### src/rtl/pipe_hazard_sched_if.sv
// Hazard inputs from the datapath and per-stage stall/flush controls back to it.
interface pipe_hazard_sched_if;
    // hazard sources
    logic IFStallF;
    logic LoadUseHazE;
    logic BranchMispredE;
    logic MulDivStartE;
    logic DCacheStallM;
    logic TrapM;
    // pipeline register controls
    logic StallF;
    logic StallD;
    logic StallE;
    logic StallM;
    logic StallW;
    logic FlushD;
    logic FlushE;
    logic FlushM;
    logic FlushW;
    logic MulDivBusyE;
    logic StallTimeout;

    // datapath side: raises hazards, consumes controls
    modport master (
        output IFStallF, LoadUseHazE, BranchMispredE, MulDivStartE, DCacheStallM, TrapM,
        input  StallF, StallD, StallE, StallM, StallW,
        input  FlushD, FlushE, FlushM, FlushW,
        input  MulDivBusyE, StallTimeout
    );

    // hazard unit side
    modport slave (
        input  IFStallF, LoadUseHazE, BranchMispredE, MulDivStartE, DCacheStallM, TrapM,
        output StallF, StallD, StallE, StallM, StallW,
        output FlushD, FlushE, FlushM, FlushW,
        output MulDivBusyE, StallTimeout
    );
endinterface

### src/rtl/pipe_hazard_sched.sv
// Hazard/sequencing controller for a 5-stage pipeline: merges hazards into
// per-stage stall/flush, sequences mul/div occupancy of E, holds Fetch during
// a post-trap redirect window and flags runaway Fetch stalls.
module pipe_hazard_sched #(
    parameter int unsigned MULDIV_CYC = 32,
    parameter int unsigned REDIR_CYC  = 2,
    parameter int unsigned WDOG_MAX   = 255
) (
    input  logic                 clk,
    input  logic                 reset,
    pipe_hazard_sched_if.slave   bus
);

    localparam int unsigned CNT_MAX = (MULDIV_CYC > REDIR_CYC) ? MULDIV_CYC : REDIR_CYC;
    localparam int unsigned CNT_W   = $clog2(CNT_MAX + 1);
    localparam int unsigned WDOG_W  = $clog2(WDOG_MAX + 1);

    localparam logic [1:0] ST_RUN    = 2'd0;
    localparam logic [1:0] ST_MULDIV = 2'd1;
    localparam logic [1:0] ST_TRAP   = 2'd2;

    logic [1:0]        r_state;
    logic [CNT_W-1:0]  r_cnt;
    logic [WDOG_W-1:0] r_wdog;
    logic              r_timeout;

    logic [1:0]        w_state_nxt;
    logic [CNT_W-1:0]  w_cnt_nxt;
    logic              w_take_trap;
    logic              w_md_active;
    logic              w_md_hold;
    logic              w_busy;
    logic              w_stall_f, w_stall_d, w_stall_e, w_stall_m, w_stall_w;
    logic              w_flush_d, w_flush_e, w_flush_m, w_flush_w;

    // A trap waiting on the D$ is deferred until the cache releases M
    assign w_take_trap = bus.TrapM & ~bus.DCacheStallM;

    // Mul/div owns E on its start cycle and every cycle in MULDIV; E is held until the last one
    assign w_md_active = (r_state == ST_MULDIV) ||
                         ((r_state == ST_RUN) && bus.MulDivStartE);
    assign w_md_hold   = w_md_active && !((r_state == ST_MULDIV) && (r_cnt == '0));
    assign w_busy      = !reset && !w_take_trap && w_md_active;

    // Next-state and occupancy counter
    always_comb begin
        w_state_nxt = r_state;
        w_cnt_nxt   = r_cnt;
        if (w_take_trap) begin
            w_state_nxt = ST_TRAP;
            w_cnt_nxt   = CNT_W'(REDIR_CYC - 1);
        end else begin
            case (r_state)
                ST_RUN: begin
                    if (bus.MulDivStartE) begin
                        w_state_nxt = ST_MULDIV;
                        w_cnt_nxt   = CNT_W'(MULDIV_CYC - 2);
                    end
                end
                ST_MULDIV: begin
                    if (!bus.DCacheStallM) begin
                        if (r_cnt == '0) begin
                            w_state_nxt = ST_RUN;
                        end else begin
                            w_cnt_nxt = r_cnt - CNT_W'(1);
                        end
                    end
                end
                ST_TRAP: begin
                    if (bus.TrapM) begin
                        w_cnt_nxt = CNT_W'(REDIR_CYC - 1);
                    end else if (r_cnt == '0) begin
                        w_state_nxt = ST_RUN;
                    end else begin
                        w_cnt_nxt = r_cnt - CNT_W'(1);
                    end
                end
                default: begin
                    w_state_nxt = ST_RUN;
                    w_cnt_nxt   = '0;
                end
            endcase
        end
    end

    // Merge hazard requests into stall/flush: stalls propagate upstream, a stalled stage is never flushed
    always_comb begin
        w_stall_f = 1'b0;
        w_stall_d = 1'b0;
        w_stall_e = 1'b0;
        w_stall_m = 1'b0;
        w_stall_w = 1'b0;
        w_flush_d = 1'b0;
        w_flush_e = 1'b0;
        w_flush_m = 1'b0;
        w_flush_w = 1'b0;
        if (reset) begin
            w_flush_d = 1'b1;
            w_flush_e = 1'b1;
            w_flush_m = 1'b1;
            w_flush_w = 1'b1;
        end else if (w_take_trap) begin
            w_flush_d = 1'b1;
            w_flush_e = 1'b1;
            w_flush_m = 1'b1;
            w_flush_w = 1'b1;
        end else begin
            if (bus.DCacheStallM) begin
                w_stall_m = 1'b1;
                w_flush_w = 1'b1;
            end
            if (w_md_hold) begin
                w_stall_e = 1'b1;
                w_flush_m = 1'b1;
            end
            if (bus.LoadUseHazE) begin
                w_stall_d = 1'b1;
                w_flush_e = 1'b1;
            end
            if (bus.IFStallF || (r_state == ST_TRAP)) begin
                w_stall_f = 1'b1;
                w_flush_d = 1'b1;
            end
            w_stall_m = w_stall_m | w_stall_w;
            w_stall_e = w_stall_e | w_stall_m;
            w_stall_d = w_stall_d | w_stall_e;
            w_stall_f = w_stall_f | w_stall_d;
            if (bus.BranchMispredE && !w_stall_e) begin
                w_flush_d = 1'b1;
                w_flush_e = 1'b1;
            end
            w_flush_d = w_flush_d & ~w_stall_d;
            w_flush_e = w_flush_e & ~w_stall_e;
            w_flush_m = w_flush_m & ~w_stall_m;
            w_flush_w = w_flush_w & ~w_stall_w;
        end
    end

    // Sequencer state register
    always_ff @(posedge clk or posedge reset) begin
        if (reset) begin
            r_state <= ST_RUN;
            r_cnt   <= '0;
        end else begin
            r_state <= w_state_nxt;
            r_cnt   <= w_cnt_nxt;
        end
    end

    // Consecutive Fetch-stall watchdog with sticky timeout flag
    always_ff @(posedge clk or posedge reset) begin
        if (reset) begin
            r_wdog    <= '0;
            r_timeout <= 1'b0;
        end else begin
            if (!w_stall_f) begin
                r_wdog <= '0;
            end else if (r_wdog != WDOG_W'(WDOG_MAX)) begin
                r_wdog <= r_wdog + WDOG_W'(1);
            end
            if (w_stall_f && (r_wdog == WDOG_W'(WDOG_MAX - 1))) begin
                r_timeout <= 1'b1;
            end
        end
    end

    assign bus.StallF       = w_stall_f;
    assign bus.StallD       = w_stall_d;
    assign bus.StallE       = w_stall_e;
    assign bus.StallM       = w_stall_m;
    assign bus.StallW       = w_stall_w;
    assign bus.FlushD       = w_flush_d;
    assign bus.FlushE       = w_flush_e;
    assign bus.FlushM       = w_flush_m;
    assign bus.FlushW       = w_flush_w;
    assign bus.MulDivBusyE  = w_busy;
    assign bus.StallTimeout = r_timeout;

endmodule

### src/flat_wrapper.sv
// flat-port wrapper written by rule: the top's interface ports become plain ports
module pipe_hazard_sched_flat 
#(
    parameter int unsigned MULDIV_CYC = 32,
    parameter int unsigned REDIR_CYC  = 2,
    parameter int unsigned WDOG_MAX   = 255
)
  (clk, reset, bus_IFStallF, bus_LoadUseHazE, bus_BranchMispredE, bus_MulDivStartE, bus_DCacheStallM, bus_TrapM, bus_StallF, bus_StallD, bus_StallE, bus_StallM, bus_StallW, bus_FlushD, bus_FlushE, bus_FlushM, bus_FlushW, bus_MulDivBusyE, bus_StallTimeout);
  pipe_hazard_sched_if bus_i ();
  input  logic clk;
  input  logic reset;
  input wire logic [$bits(bus_i.IFStallF)-1:0] bus_IFStallF;
  input wire logic [$bits(bus_i.LoadUseHazE)-1:0] bus_LoadUseHazE;
  input wire logic [$bits(bus_i.BranchMispredE)-1:0] bus_BranchMispredE;
  input wire logic [$bits(bus_i.MulDivStartE)-1:0] bus_MulDivStartE;
  input wire logic [$bits(bus_i.DCacheStallM)-1:0] bus_DCacheStallM;
  input wire logic [$bits(bus_i.TrapM)-1:0] bus_TrapM;
  output wire logic [$bits(bus_i.StallF)-1:0] bus_StallF;
  output wire logic [$bits(bus_i.StallD)-1:0] bus_StallD;
  output wire logic [$bits(bus_i.StallE)-1:0] bus_StallE;
  output wire logic [$bits(bus_i.StallM)-1:0] bus_StallM;
  output wire logic [$bits(bus_i.StallW)-1:0] bus_StallW;
  output wire logic [$bits(bus_i.FlushD)-1:0] bus_FlushD;
  output wire logic [$bits(bus_i.FlushE)-1:0] bus_FlushE;
  output wire logic [$bits(bus_i.FlushM)-1:0] bus_FlushM;
  output wire logic [$bits(bus_i.FlushW)-1:0] bus_FlushW;
  output wire logic [$bits(bus_i.MulDivBusyE)-1:0] bus_MulDivBusyE;
  output wire logic [$bits(bus_i.StallTimeout)-1:0] bus_StallTimeout;
  assign bus_i.IFStallF = bus_IFStallF;
  assign bus_i.LoadUseHazE = bus_LoadUseHazE;
  assign bus_i.BranchMispredE = bus_BranchMispredE;
  assign bus_i.MulDivStartE = bus_MulDivStartE;
  assign bus_i.DCacheStallM = bus_DCacheStallM;
  assign bus_i.TrapM = bus_TrapM;
  assign bus_StallF = bus_i.StallF;
  assign bus_StallD = bus_i.StallD;
  assign bus_StallE = bus_i.StallE;
  assign bus_StallM = bus_i.StallM;
  assign bus_StallW = bus_i.StallW;
  assign bus_FlushD = bus_i.FlushD;
  assign bus_FlushE = bus_i.FlushE;
  assign bus_FlushM = bus_i.FlushM;
  assign bus_FlushW = bus_i.FlushW;
  assign bus_MulDivBusyE = bus_i.MulDivBusyE;
  assign bus_StallTimeout = bus_i.StallTimeout;
  pipe_hazard_sched #(.MULDIV_CYC(MULDIV_CYC), .REDIR_CYC(REDIR_CYC), .WDOG_MAX(WDOG_MAX)) u_core (.clk(clk), .reset(reset), .bus(bus_i));
endmodule
### config.mk
export PLATFORM = sky130hd
export DESIGN_NAME = pipe_hazard_sched_flat
export DESIGN_NICKNAME = d
export VERILOG_FILES = /design/src/rtl/pipe_hazard_sched_if.sv /design/src/rtl/pipe_hazard_sched.sv /design/src/flat_wrapper.sv
export SDC_FILE = /design/constraint.sdc
export NUM_CORES = 1
export LEC_CHECK = 0
export CAP_MARGIN = 15
export CORE_MARGIN = 4
export CORE_UTILIZATION = 45
export DETAILED_ROUTE_END_ITERATION = 7
export PLACE_DENSITY = 0.65
export SLEW_MARGIN = 20
export SYNTH_ARGS = -nofsm -noshare
export SYNTH_HDL_FRONTEND = slang
export SYNTH_SLANG_ARGS = --single-unit
### constraint.sdc
create_clock -name clk -period 2.3 [get_ports clk]
set_input_delay 0.345 -clock clk [delete_from_list [all_inputs] [get_ports clk]]
set_output_delay 0.345 -clock clk [all_outputs]
set_load 0.02 [all_outputs]
# After elaboration in Yosys (flattened, before gate mapping)
# Index checks and enable logic that the tools add are counted.
[totals]
reg_bits = 17
output_inout_bits = 11
word_cells = 90
[classes]
addsub = 2
eq_ne = 8
muxes = 48
bitwise = 11
n_reduce_logical = 17
[ops]
columns = ["cell", "n"]
rows = [
  ["$mux 1", 34],
  ["$mux 6", 5],
  ["$pmux 6 s3", 1],
  ["$mux 8", 2],
  ["$mux 2", 5],
  ["$ne 3x2->1 const B", 3],
  ["$add 8x1->8 const B", 1],
  ["$eq 8x8->1 const B", 1],
  ["$ne 8x8->1 const B", 1],
  ["$logic_and 1x1->1", 7],
  ["$logic_not 6->1", 1],
  ["$pmux 2 s3", 1],
  ["$sub 6x1->6 const B", 1],
  ["$and 1x1->1", 4],
  ["$logic_not 1->1", 4],
  ["$not 1->1", 4],
  ["$or 1x1->1", 3],
  ["$reduce_and 3->1", 1],
  ["$eq 2x1->1 const B", 1],
  ["$eq 2x2->1 const B", 1],
  ["$logic_not 2->1", 1],
  ["$logic_or 1x1->1", 2],
  ["$ne 2x2->1 const B", 1],
  ["$reduce_and 2->1", 1],
]

# Logic depth before layout (Yosys ltp)
# Gate-level depths: netlist of the first run.
[depth]
depth_word = 16
ltp_mapped = 7
ltp_nobuf = 6

# Least setup slack after synthesis of the first run
# Ideal clock, no wire load.
[synth_timing]
path_kind = "register to output"
start = "reg u_core.r_cnt[0]"
end = "out bus_FlushE"
arrival_time_ns = 1.717
required_ns = 1.955
slack_ns = 0.238
stages_incl_launch_ff = 6
path_buffers = 0
cell_sequence = "dfrtp_1 > inv_1 > ha_1 > nor3b_2 > a31oi_1 > o31ai_1"
[synth_via]
elab_chain_cells = 16
elab_cells_between_ends = 17
[synth_lines]
columns = ["element", "line", "rtl"]
rows = [
  ["from (decl)", "pipe_hazard_sched.sv:23", "logic [CNT_W-1:0] r_cnt;"],
  ["from (signal assigned)", "pipe_hazard_sched.sv:146", "r_cnt <= w_cnt_nxt;"],
  ["$logic_not 6->1 *", "pipe_hazard_sched.sv:42", "assign w_md_hold = w_md_active && !((r_state == ST_MULDIV) && (r_cnt == '0));"],
  ["$logic_and 1x1->1 *", "pipe_hazard_sched.sv:42", ""],
  ["$logic_not 1->1 *", "pipe_hazard_sched.sv:42", ""],
  ["$logic_and 1x1->1 *", "pipe_hazard_sched.sv:42", ""],
  ["$mux 1 *", "pipe_hazard_sched.sv:112", "if (w_md_hold) begin"],
  ["$mux 1 *", "pipe_hazard_sched.sv:102", "end else if (w_take_trap) begin"],
  ["$mux 1 *", "pipe_hazard_sched.sv:97", "if (reset) begin"],
  ["$or 1x1->1 *", "pipe_hazard_sched.sv:125", "w_stall_e = w_stall_e | w_stall_m;"],
  ["$logic_not 1->1", "pipe_hazard_sched.sv:128", "if (bus.BranchMispredE && !w_stall_e) begin"],
  ["$logic_and 1x1->1", "pipe_hazard_sched.sv:128", ""],
  ["$mux 1", "pipe_hazard_sched.sv:128", ""],
  ["$mux 1", "pipe_hazard_sched.sv:102", ""],
  ["$mux 1", "pipe_hazard_sched.sv:97", ""],
  ["$and 1x1->1 *", "pipe_hazard_sched.sv:133", "w_flush_e = w_flush_e & ~w_stall_e;"],
  ["$mux 1 *", "pipe_hazard_sched.sv:102", ""],
  ["$mux 1 *", "pipe_hazard_sched.sv:97", ""],
  ["to (decl)", "flat_wrapper.sv:24", "output wire logic [$bits(bus_i.FlushE)-1:0] bus_FlushE;"],
]
# Every way passes the cells marked *; elsewhere a longest branch is shown, timed or not. The select of a mux whose other input is x is not followed.

# Worst setup path after layout of the first run
[layout_timing]
start = "in reset"
end = "out bus_FlushW"
[layout_via]
elab_chain_cells = 1
[layout_lines]
columns = ["element", "line", "rtl"]
rows = [
  ["from (decl)", "flat_wrapper.sv:11", "input logic reset;"],
  ["$mux 1", "pipe_hazard_sched.sv:97", ""],
  ["to (decl)", "flat_wrapper.sv:26", "output wire logic [$bits(bus_i.FlushW)-1:0] bus_FlushW;"],
]
# No other way between the ends.

==> results of run 1 <==
final cells by class:
cell class                      count  share of cell area
Clock buffer                        4             0.01638
Inverter                           10             0.02340
Multi-Input combinational cell    111              0.4672
Sequential cell                    17              0.2652
Tap cell                           30             0.02340
Timing Repair Buffer               40              0.2044
cells in the final DEF (no fill, tap or decap), drive strengths merged, types with 3 or more instances in the layout:
cell / instances
nor4: 3
nor2: 13
o211ai: 3
buf: 25
nand2b: 5
inv: 10
nor2b: 3
a211o: 3
nor3: 13
dfrtp: 17
clkdlybuf4s50: 9
a21oi: 6
or4: 3
o21a: 3
a31oi: 3
o21ai: 3
nand2: 9
clkbuf: 6
a211oi: 6
ha: 8
power breakdown:
part           total [W]  switching (W)  leakage [nW]  internal (W)
clock           0.000144      0.0000772        0.0150     0.0000671
combinational   0.000970       0.000491         0.538      0.000479
sequential      0.000459      0.0000824         0.224      0.000376
total            0.00157       0.000651         0.776      0.000922
flip-flops by register name (all words and copies together) (netlist names):
register                 cells
u_core.r_wdog                8
u_core.r_cnt                 6
u_core.r_state               2
u_core.bus.StallTimeout      1
worst max-delay path, stage by stage:
cell and delay (ns):
clkdlybuf4s50_1 0.50, buf_4 0.18, or3_1 0.29, clkdlybuf4s50_1 0.54
timing repair:
| action | CTS | global route |
|---|---|---|
| gates resized for setup | 13 | 10 |
| endpoints found under the setup margin | 7 | 8 |
| setup buffers | 2 | 1 |
| pin swaps | 0 | 1 |
| cloned | 0 | 0 |
| hold buffers | 0 | 0 |
worst min path at each step:
stage	end	cells after the start
finish	u_core.bus.StallTimeout$_DFFE_PP0P_	1
global route	u_core.bus.StallTimeout$_DFFE_PP0P_	1
CTS	u_core.bus.StallTimeout$_DFFE_PP0P_	1
detailed placement	u_core.bus.StallTimeout$_DFFE_PP0P_	1
global placement	u_core.bus.StallTimeout$_DFFE_PP0P_	1
floorplan	u_core.bus.StallTimeout$_DFFE_PP0P_	2
metal layers:
layer,routed length [um],share of wire,global-route usage
met3,104,0.037,0.01296
met4,19,0.0068,0.06962
met5,0,0,0
met2,1362,0.49,0.2731
met1,1312,0.47,0.2390
cells by family after synthesis:
kind of cell / after synthesis / share of synthesized area
buf+inv: 15 / 0.05097
xor+xnor: 2 / 0.01427
flops: 17 / 0.3466
mux: 1 / 0.008155
compound gates: 37 / 0.2212
fa+ha+maj: 8 / 0.08155
other cells: 1 / 0.003055
simple gates: 62 / 0.2742
through the flow:
step	setup slack [ns]	util	power (W)
after detailed placement	-0.1751	0.6131	0.001398
after floorplan	0.2378	-	0.001030
after global routing	0.009569	0.6303	0.001728
after global placement	-0.1633	0.6131	0.001380
final	0.09832	0.6303	0.001573
after CTS	0.0002531	0.6298	0.001558
==> key figures, run 1 <==
Worst setup path
  – FF-to-FF End: u_core.r_cnt[4]$_DFFE_PP0P_
  – Worst path arrival time: around 1.9 ns
  – CP endpoint: bus_FlushW
  – Worst R2R Start: u_core.r_state[0]$_DFFE_PP0P_
  – Critical path fanouts, max: 6
  – Critical Path RT: around 2 ns
  – Reg2reg setup slack: 0.16 ns
  – Worst setup SP type: input pin
  – Crit path from: reset
  – FF-to-FF path depth: 7
  – Crit end category: output port
  – Kind of critical path: input pin to output port

Pwr
  – VDD IR max: roughly 0.69 mV
  – Leak pwr: 0.7763 nW
  – Power Density: between 900 and 1000 nW/um^2

Clocking
  – Clock latency on the worst-skew pair: around 0.27 ns
  – H-tree depth: 1
  – CTS tree: yes
  – Clock Tree Root: clkbuf_4
  – Num CTS Buffers: 3
  – Reg clk slew, reported paths: around 0.08 ns
  – CTS sink cnt: 17
  – Max clock buf depth: 2

Final layout
  – Antenna diode count: 0
  – Multi-input combinational cell area: between 700 and 800 um^2
  – Final Instance Area: ~1600 um^2
  – Layout cells sized above 1: 0.1923
  – Filler cells: 223
  – Register area: approximately 430 um^2
  – Nets: roughly 200
  – Final Instance Count excl. Fillers: between 200 and 250
  – Layout area overhead: 30.68%

Global route
  – Vias in the first global route: about 1100
  – Antenna violations before repair: 0
  – Gr ovfl total: 0
  – Largest net degree at the start of global routing: 18
  – First-pass GRT wire length: ~4.7 mm
  – GRT Total Usage: 0.1716

Synth
  – FF+latch count, synth: 17
  – Top cell type by total area after synthesis: dfrtp_1
  – Post-synthesis sequential area ratio: 0.3466
  – EDFF count, synth: 0
  – Most numerous cell in the Yosys netlist: dfrtp_1
  – Synth Net Count: 159
  – Synth cell types: 42
  – Synth warn: 0
  – Synthesized area: roughly 1200 um^2
  – Yosys top cell area share: 0.3466
  – List of most frequent post-synthesis cells: 17 x dfrtp_1, 13 x nor2_1, 13 x nor3_1
  – Syn_area_per_cell: between 8 and 9 um^2
  – Ys flop type: dfrtp_1
  – FFs w/ async S/R, synth: 1.000
  – Cells after Synth: 143
  – Top post-synthesis cells by area: dfrtp_1 35%, ha_1 8.2%, nor3_1 5.3%, nor2_1 4.0%, a211oi_1 3.1%

Detailed routing
  – Vias: ~1200
  – Pre-antenna DRT Iters: 4
  – DRT Wirelength: 2.798 mm
  – Via density: ~5.6
  – Post-route DRC violation count: 0
  – Routed len/inst: roughly 13 um
  – DR iter-0 viols: 43
  – Post-DRT Antenna Nets: 0

Die
  – Starting Density: 0.4823
  – Die extent in x: around 60 um
  – Core ar.: 2545 um^2
  – Die area: 3627 um^2
  – Chip height: between 60 and 70 um
  – Row count: 18
  – # IOs: 19

Timing
  – Worst-Margin Slew: 0.6147 ns
  – RSZ-0062 raised after global routing: no
  – Final Setup Violations: 0
  – Final hold violations: 0
  – Fin crit period: between 2 and 2.5 ns
  – Slew margin rel.: 0.5897
  – Peak Freq: about 0.45 GHz
  – Skew final: 0.006281 ns
  – Slew Limit Fails: 0
  – Setup TNS: 0 ns
  – Period utilization: 0.9573
  – Hold slack: a little under 0.5 ns

Placed design
  – IO Port Bufs: 17
  – Routability-driven placement congestion ratio: 0.8649
  – Placed cell areas: about 1600 um^2
  – Placed cells: 205
  – HPWL Detailed: between 2 and 2.5 mm

Run status
  – Outcome: finished clean

Job
  – Max cap viols: 0

Min path
  – Hold Crit Start: u_core.bus.StallTimeout$_DFFE_PP0P_
  – Worst hold path class: register to register
(Power assumes the default switching activity.)
==> run 2: changes to the inputs <==
- CORE_MARGIN: 4 -> 3
==> run 2 against run 1 <==
  * Worst setup slack gained 0.0061 ns
  * First-iteration DRC count grew 40%
  * Core utilization grew 1.6 points
  * Worst hold slack lost 0.00081 ns
  * Clock skew grew 0.00059 ns
  * Non-clock buffer count grew 3
  * Power grew 5.3%
  * Critical path depth grew 4
  * Sequential cell count is the same
  * Register-to-register slack gained 0.02 ns
  * Cell count grew 1.4%
  * Critical path type is now register to output port
  * Critical endpoint is now bus_StallF
==> key figures, run 2 (synthesis results as in run 1) <==
Die
  – Die area: 3390 um^2 (-6.5%)
  – Row count: 18 (unchanged)
  – Core ar.: 2545 um^2 (unchanged)
  – Starting Density: 0.4823 (unchanged)
  – Die extent in x: 58.23 um (-3.3%)
  – # IOs: 19 (unchanged)
  – Chip height: 58.23 um (-3.3%)

Placed design
  – Placed cells: 209 (+2.0%)
  – Pre-CTS WS: -0.1613 ns (+0.01378 ns)
  – IO Port Bufs: 17 (unchanged)
  – Routability-driven placement congestion ratio: 0.8386 (-3.0%)
  – Placed cell areas: 1590 um^2 (+1.9%)
  – HPWL Detailed: 2.375 mm (+6.6%)

Detailed routing
  – DR iter-0 viols: 60 (+40%)
  – Pre-antenna DRT Iters: 4 (unchanged)
  – Vias: 1228 (+4.2%)
  – Post-DRT Antenna Nets: 0 (unchanged)
  – Via density: 5.712 (+2.7%)
  – Post-route DRC violation count: 0 (unchanged)
  – Routed len/inst: 13.85 um (+4.9%)
  – DRT Wirelength: 2.977 mm (+6.4%)

Pwr
  – Switching Fraction: 0.4179 (+0.004153)
  – Net load switching power: 0.0006920 W (+6.3%)
  – Leak pwr: 0.7924 nW (+2.1%)
  – Cell Int Power: 0.0009640 W (+4.5%)
  – VDD IR max: 0.6525 mV (-5.9%)
  – Power Density: 1007 nW/um^2 (+2.7%)
  – Sequential power share: 0.276 (-0.016)
  – Clock network power share: 0.090 (-0.002)
  – Comb pwr share: 0.633 (+0.016)

Timing
  – Worst-Margin Slew: 0.6327 ns (+0.01795 ns)
  – Worst setup margin: 0.1044 ns (+0.006087 ns)
  – Peak Freq: 0.4555 GHz (+0.28%)
  – Period utilization: 0.9546 (-0.002647)
  – Slew margin rel.: 0.5778 (-0.01198)
  – Slew Limit Fails: 0 (unchanged)
  – RSZ-0062 raised after global routing: yes
  – Skew final: 0.006869 ns (+0.0005889 ns)
  – Fin crit period: 2.196 ns (-0.006088 ns)
  – Setup TNS: 0 ns (unchanged)
  – Final Setup Violations: 0 (unchanged)
  – Final hold violations: 0 (unchanged)

Worst setup path
  – Critical path fanouts, max: 6 (unchanged)
  – Critical Path RT: 1.96 ns (about the same)
  – Kind of critical path: register to output port
  – Worst path arrival time: 1.85 ns (about the same)
  – Reg2reg setup slack: 0.18 ns (+0.02 ns)
  – CP endpoint: bus_StallF
  – FF-to-FF End: u_core.r_cnt[2]$_DFFE_PP0P_
  – Worst R2R Start: u_core.r_state[0]$_DFFE_PP0P_
  – Crit path from: u_core.r_cnt[1]$_DFFE_PP0P_
  – Worst setup SP type: register
  – Crit end category: output port
  – FF-to-FF path depth: 7 (unchanged)

Job
  – Max cap viols: 0 (unchanged)

Clocking
  – Clock latency on the worst-skew pair: 0.28 ns (about the same)
  – H-tree depth: 1 (unchanged)
  – Num CTS Buffers: 3 (unchanged)
  – CTS sink cnt: 17 (unchanged)
  – CTS tree: yes
  – Cts hold-fix bufs: 0 (unchanged)
  – Reg clk slew, reported paths: 0.08 ns (about the same)
  – Clock Tree Root: clkbuf_4
  – Max clock buf depth: 2 (unchanged)

Final layout
  – Nets: 202 (+1.5%)
  – Antenna diode count: 0 (unchanged)
  – Layout cells sized above 1: 0.2162 (+0.02391)
  – Largest register FFs: 8 (unchanged)
  – Most frequent cells in the layout: 26 x buf_4, 17 x dfrtp_1, 13 x nor2_1, 13 x nor3_1, 9 x nand2_1
  – Layout area overhead: 33.95%
  – Largest registers: u_core.r_wdog x8, u_core.r_cnt x6, u_core.r_state x2
  – Final Instance Count excl. Fillers: 215 (+1.4%)
  – Final Instance Area: 1644 um^2 (+2.5%)
  – Top reg by flops: u_core.r_wdog
  – Commonest non-fill, non-tap cell in the layout: buf_4

Global route
  – Largest net degree at the start of global routing: 18 (unchanged)
  – GRT Total Usage: 0.1808 (+0.009117)
  – Vias in the first global route: 1207 (+9.5%)
  – First-pass GRT wire length: 4.850 mm (+2.5%)
  – Antenna violations before repair: 0 (unchanged)
  – Gr ovfl total: 0 (unchanged)

Min path
  – Worst hold path class: register to register
  – Hold path depth: 1 (unchanged)

Run status
  – Outcome: finished clean
run 2: changes by cell type in the layout (fill, tap and decap cells not counted), sizes merged:
cell / before / now
buf: 25 / 29
clkbuf: 6 / 5
clkdlybuf4s50: 9 / 8
dlymetal6s2s: 2 / 3
run 2: critical path: stages (launching register included):
cell	delay (ns)
dfrtp_1	0.40
inv_2	0.09
ha_4	0.13
nor3b_4	0.18
a31oi_1	0.10
buf_4	0.17
a211oi_4	0.27
inv_1	0.08
buf_6	0.13
run 2: area by class of cell:
class                   count  area [um^2]
well taps                  30        37.54
repair buffers             43        359.1
flip-flops and latches     17        425.4
fillers                   228        900.9
multi-input cells         111        758.2
inverters                  10        37.54
clock buffers               4        26.28
run 2: power groups by stage:
stage / Clock [W] / Combinational [W] / Sequential, W
after CTS: 0.000158 / 0.000992 / 0.000451
after global routing: 0.000167 / 0.00117 / 0.000468
after global placement: 0 / 0.000964 / 0.000447
after detailed placement: 0 / 0.000997 / 0.000453
final: 0.000149 / 0.00105 / 0.000458
after floorplan: 0 / 0.000582 / 0.000448
run 2: repair_timing:
action | in CTS | in global routing
setup buffers | 0 | 2
pin swaps | 1 | 3
resized for setup | 17 | 13
endpoints found under the setup margin | 6 | 9
run 2: layer usage:
| metal | up-vias | GRT usage | wire, um |
|---|---|---|---|
| li1 | 608 | - | - |
| met1 | 590 | 0.2298 | 1340 |
| met2 | 25 | 0.3113 | 1510 |
| met3 | 5 | 0.02004 | 88 |
| met4 | 0 | 0.07285 | 38 |
| met5 | - | 0 | 0 |
run 2: worst min path at each step:
stage | end | startpoint
5_1_grt | u_core.bus.StallTimeout$_DFFE_PP0P_ | u_core.bus.StallTimeout$_DFFE_PP0P_
4_1_cts | u_core.bus.StallTimeout$_DFFE_PP0P_ | u_core.bus.StallTimeout$_DFFE_PP0P_
3_3_place_gp | u_core.bus.StallTimeout$_DFFE_PP0P_ | u_core.bus.StallTimeout$_DFFE_PP0P_
2_1_floorplan | u_core.bus.StallTimeout$_DFFE_PP0P_ | reset
6_report | u_core.bus.StallTimeout$_DFFE_PP0P_ | u_core.bus.StallTimeout$_DFFE_PP0P_
3_5_place_dp | u_core.bus.StallTimeout$_DFFE_PP0P_ | u_core.bus.StallTimeout$_DFFE_PP0P_
run 2: through the flow:
step | util | hold slack [ns] | total power [W]
4_1_cts | 0.6303 | 0.4854 | 0.001600
2_1_floorplan | - | 0.4481 | 0.001030
3_3_place_gp | 0.6249 | 0.4630 | 0.001412
6_report | 0.6460 | 0.4800 | 0.001656
5_1_grt | 0.6460 | 0.5420 | 0.001803
3_5_place_dp | 0.6249 | 0.4613 | 0.001450
==> run 3: changes to the inputs <==
- CTS_BUF_LIST: not set -> sky130_fd_sc_hd__clkbuf_4 sky130_fd_sc_hd__clkbuf_8
- DONT_BUFFER_PORTS: not set -> 1
- PLACE_DENSITY: 0.65 -> 0.56
==> run 3 against run 2 <==
  * Maximum frequency increased by 0.89%
  * Cell area down 17%
  * Core utilization shrank 11 points
  * Register-to-register slack improved by 0.10 ns
  * Worst setup slack gained 0.019 ns
  * Sequential cell count stayed put
  * First-iteration DRC count fell by 35%
  * Cell count decreased by 17%
  * Power shrank 11%
  * Clock power grew 9%
  * Via count shrank 14%
  * Highest routed layer unchanged
==> key figures, run 3 (synthesis results as in run 1) <==
Die
  – # IOs: 19 (unchanged)
  – Die extent in x: 58.23 um (unchanged)
  – Row count: 18 (unchanged)
  – Core ar.: 2545 um^2 (unchanged)
  – Chip height: 58.23 um (unchanged)
  – Starting Density: 0.4823 (unchanged)
  – Die area: 3390 um^2 (unchanged)

Detailed routing
  – Post-DRT Antenna Nets: 0 (unchanged)
  – Routed len/inst: 14.68 um (+6.0%)
  – DR iter-0 viols: 39 (-35%)
  – DRT Wirelength: 2.628 mm (-12%)
  – Pre-antenna DRT Iters: 4 (unchanged)
  – Post-route DRC violation count: 0 (unchanged)
  – Vias: 1059 (-14%)
  – Via density: 5.916 (+3.6%)

Global route
  – GRT Total Usage: 0.1674 (-0.01340)
  – Largest net degree at the start of global routing: 18 (unchanged)
  – First-pass GRT wire length: 4.429 mm (-8.7%)
  – Antenna violations before repair: 0 (unchanged)
  – Gr ovfl total: 0 (unchanged)
  – Vias in the first global route: 993 (-18%)

Clocking
  – H-tree depth: 1 (unchanged)
  – CTS tree: yes
  – Clock latency on the worst-skew pair: 0.29 ns (about the same)
  – Num CTS Buffers: 3 (unchanged)
  – Max clock buf depth: 2 (unchanged)
  – Clock Tree Root: clkbuf_4
  – CTS sink cnt: 17 (unchanged)
  – Reg clk slew, reported paths: 0.11 ns (+0.03 ns)

Worst setup path
  – Crit end category: output port
  – Critical Path RT: 1.96 ns (about the same)
  – Crit-path max cell delay: 0.41 ns (about the same)
  – Critical path fanouts, max: 6 (unchanged)
  – Worst setup SP type: register
  – Kind of critical path: register to output port
  – CP max stage cell: dfrtp_1
  – Crit-path cells: inv_1, ha_1, nor3b_4, a31oi_4, a211oi_4, inv_2
  – Worst path arrival time: 1.83 ns (-0.02 ns)

Timing
  – Slew margin rel.: 0.5527 (-0.02507)
  – Peak Freq: 0.4595 GHz (+0.89%)
  – Hold slack: 0.01931 ns (-0.4607 ns)
  – Final hold violations: 0 (unchanged)
  – Skew final: 0.01911 ns (+0.01224 ns)
  – Final Setup Violations: 0 (unchanged)
  – Period utilization: 0.9462 (-0.008376)
  – Worst-Margin Slew: 0.6702 ns (+0.03757 ns)
  – Slew Limit Fails: 0 (unchanged)
  – Fin crit period: 2.176 ns (-0.01926 ns)

Final layout
  – Layout cells sized above 1: 0.1342 (-0.08199)
  – Largest registers: u_core.r_wdog x8, u_core.r_cnt x6, u_core.r_state x2
  – Nets: 166 (-18%)
  – Layout area overhead: 10.60%
  – Commonest non-fill, non-tap cell in the layout: dfrtp_1
  – Top reg by flops: u_core.r_wdog
  – Largest register FFs: 8 (unchanged)
  – Most frequent cells in the layout: 17 x dfrtp_1, 13 x nor3_1, 11 x nor2_1, 9 x inv_1, 9 x nand2_1
  – Register area: 425.4 um^2 (unchanged)
  – Filler cells: 243 (+6.6%)
  – Antenna diode count: 0 (unchanged)
  – Final Instance Count excl. Fillers: 179 (-17%)
  – Final Instance Area: 1358 um^2 (-17%)
  – Multi-input combinational cell area: 774.5 um^2 (+2.1%)

Pwr
  – Power Density: 1083 nW/um^2 (+7.5%)
  – Leak pwr: 0.5999 nW (-24%)
  – VDD IR max: 0.5022 mV (-23%)

Placed design
  – Placed cells: 172 (-18%)
  – HPWL Detailed: 1.995 mm (-16%)
  – Placed cell areas: 1270 um^2 (-20%)
  – Routability-driven placement congestion ratio: 0.7817 (-6.8%)
  – IO Port Bufs: 0 (-17)

Job
  – Max cap viols: 0 (unchanged)

Min path
  – Worst hold path class: input pin to async pin

Run status
  – Outcome: finished clean
## run 3: final timing paths
path	startpoint	end	slack, ns	depth (start not counted)
setup / recovery	u_core.r_cnt[0]$_DFFE_PP0P_	bus_StallF	0.12	6
hold / removal	reset	u_core.r_cnt[4]$_DFFE_PP0P_	0.02	1
setup reg to reg	u_core.r_state[1]$_DFFE_PP0P_	u_core.r_cnt[4]$_DFFE_PP0P_	0.28	6
hold reg to reg	u_core.r_cnt[3]$_DFFE_PP0P_	u_core.r_cnt[3]$_DFFE_PP0P_	0.55	1
max in group asynchronous	reset	u_core.r_wdog[7]$_DFFE_PP0P_	1.83	1
min in group clk	bus_TrapM	u_core.r_cnt[0]$_DFFE_PP0P_	0.29	2
## run 3: worst max-delay path, delay by kind of cell (launching register included)
| kind | cells | cell delay [ns] |
|---|---|---|
| fa+ha+maj | 1 | 0.16 |
| compound gates | 2 | 0.47 |
| buf+inv | 2 | 0.23 |
| flops | 1 | 0.41 |
| simple gates | 1 | 0.26 |
## run 3: where the power goes
group / total (W) / switching (W) / internal [W]
sequential: 0.000467 / 0.0000903 / 0.000376
clock: 0.000162 / 0.0000962 / 0.0000660
combinational: 0.000841 / 0.000468 / 0.000373
total: 0.00147 / 0.000655 / 0.000815
## run 3: what timing repair did
item	CTS	global route
pin swaps	0	2
endpoints found under the setup margin	6	4
hold buffers	0	0
gates resized for setup	4	4
buffers inserted	0	3
## run 3: per-layer routing
metal  wire (um)  vias up  GRT usage
met4          15        0    0.04967
met1        1263      505     0.2259
met3         109        2    0.02673
li1            -      533          -
met2        1240       19     0.2758
met5           0        -          0
## run 3: cell type report
type,instances,area share
Sequential cell,17,0.3134
Clock buffer,3,0.01659
Clock inverter,1,0.005530
Inverter,10,0.02765
Tap cell,30,0.02765
Multi-Input combinational cell,111,0.5705
Timing Repair Buffer,7,0.03871
## run 3: through the flow
stage | setup TNS, ns | power, W | utilization | worst slack (ns)
2_1_floorplan | 0 | 0.001030 | - | 0.2378
3_3_place_gp | 0 | 0.001192 | 0.4990 | 0.2259
4_1_cts | 0 | 0.001408 | 0.5202 | 0.01108
5_1_grt | -0.003521 | 0.001606 | 0.5334 | -0.002313
6_report | 0 | 0.001470 | 0.5334 | 0.1237
3_5_place_dp | 0 | 0.001196 | 0.4990 | 0.1827
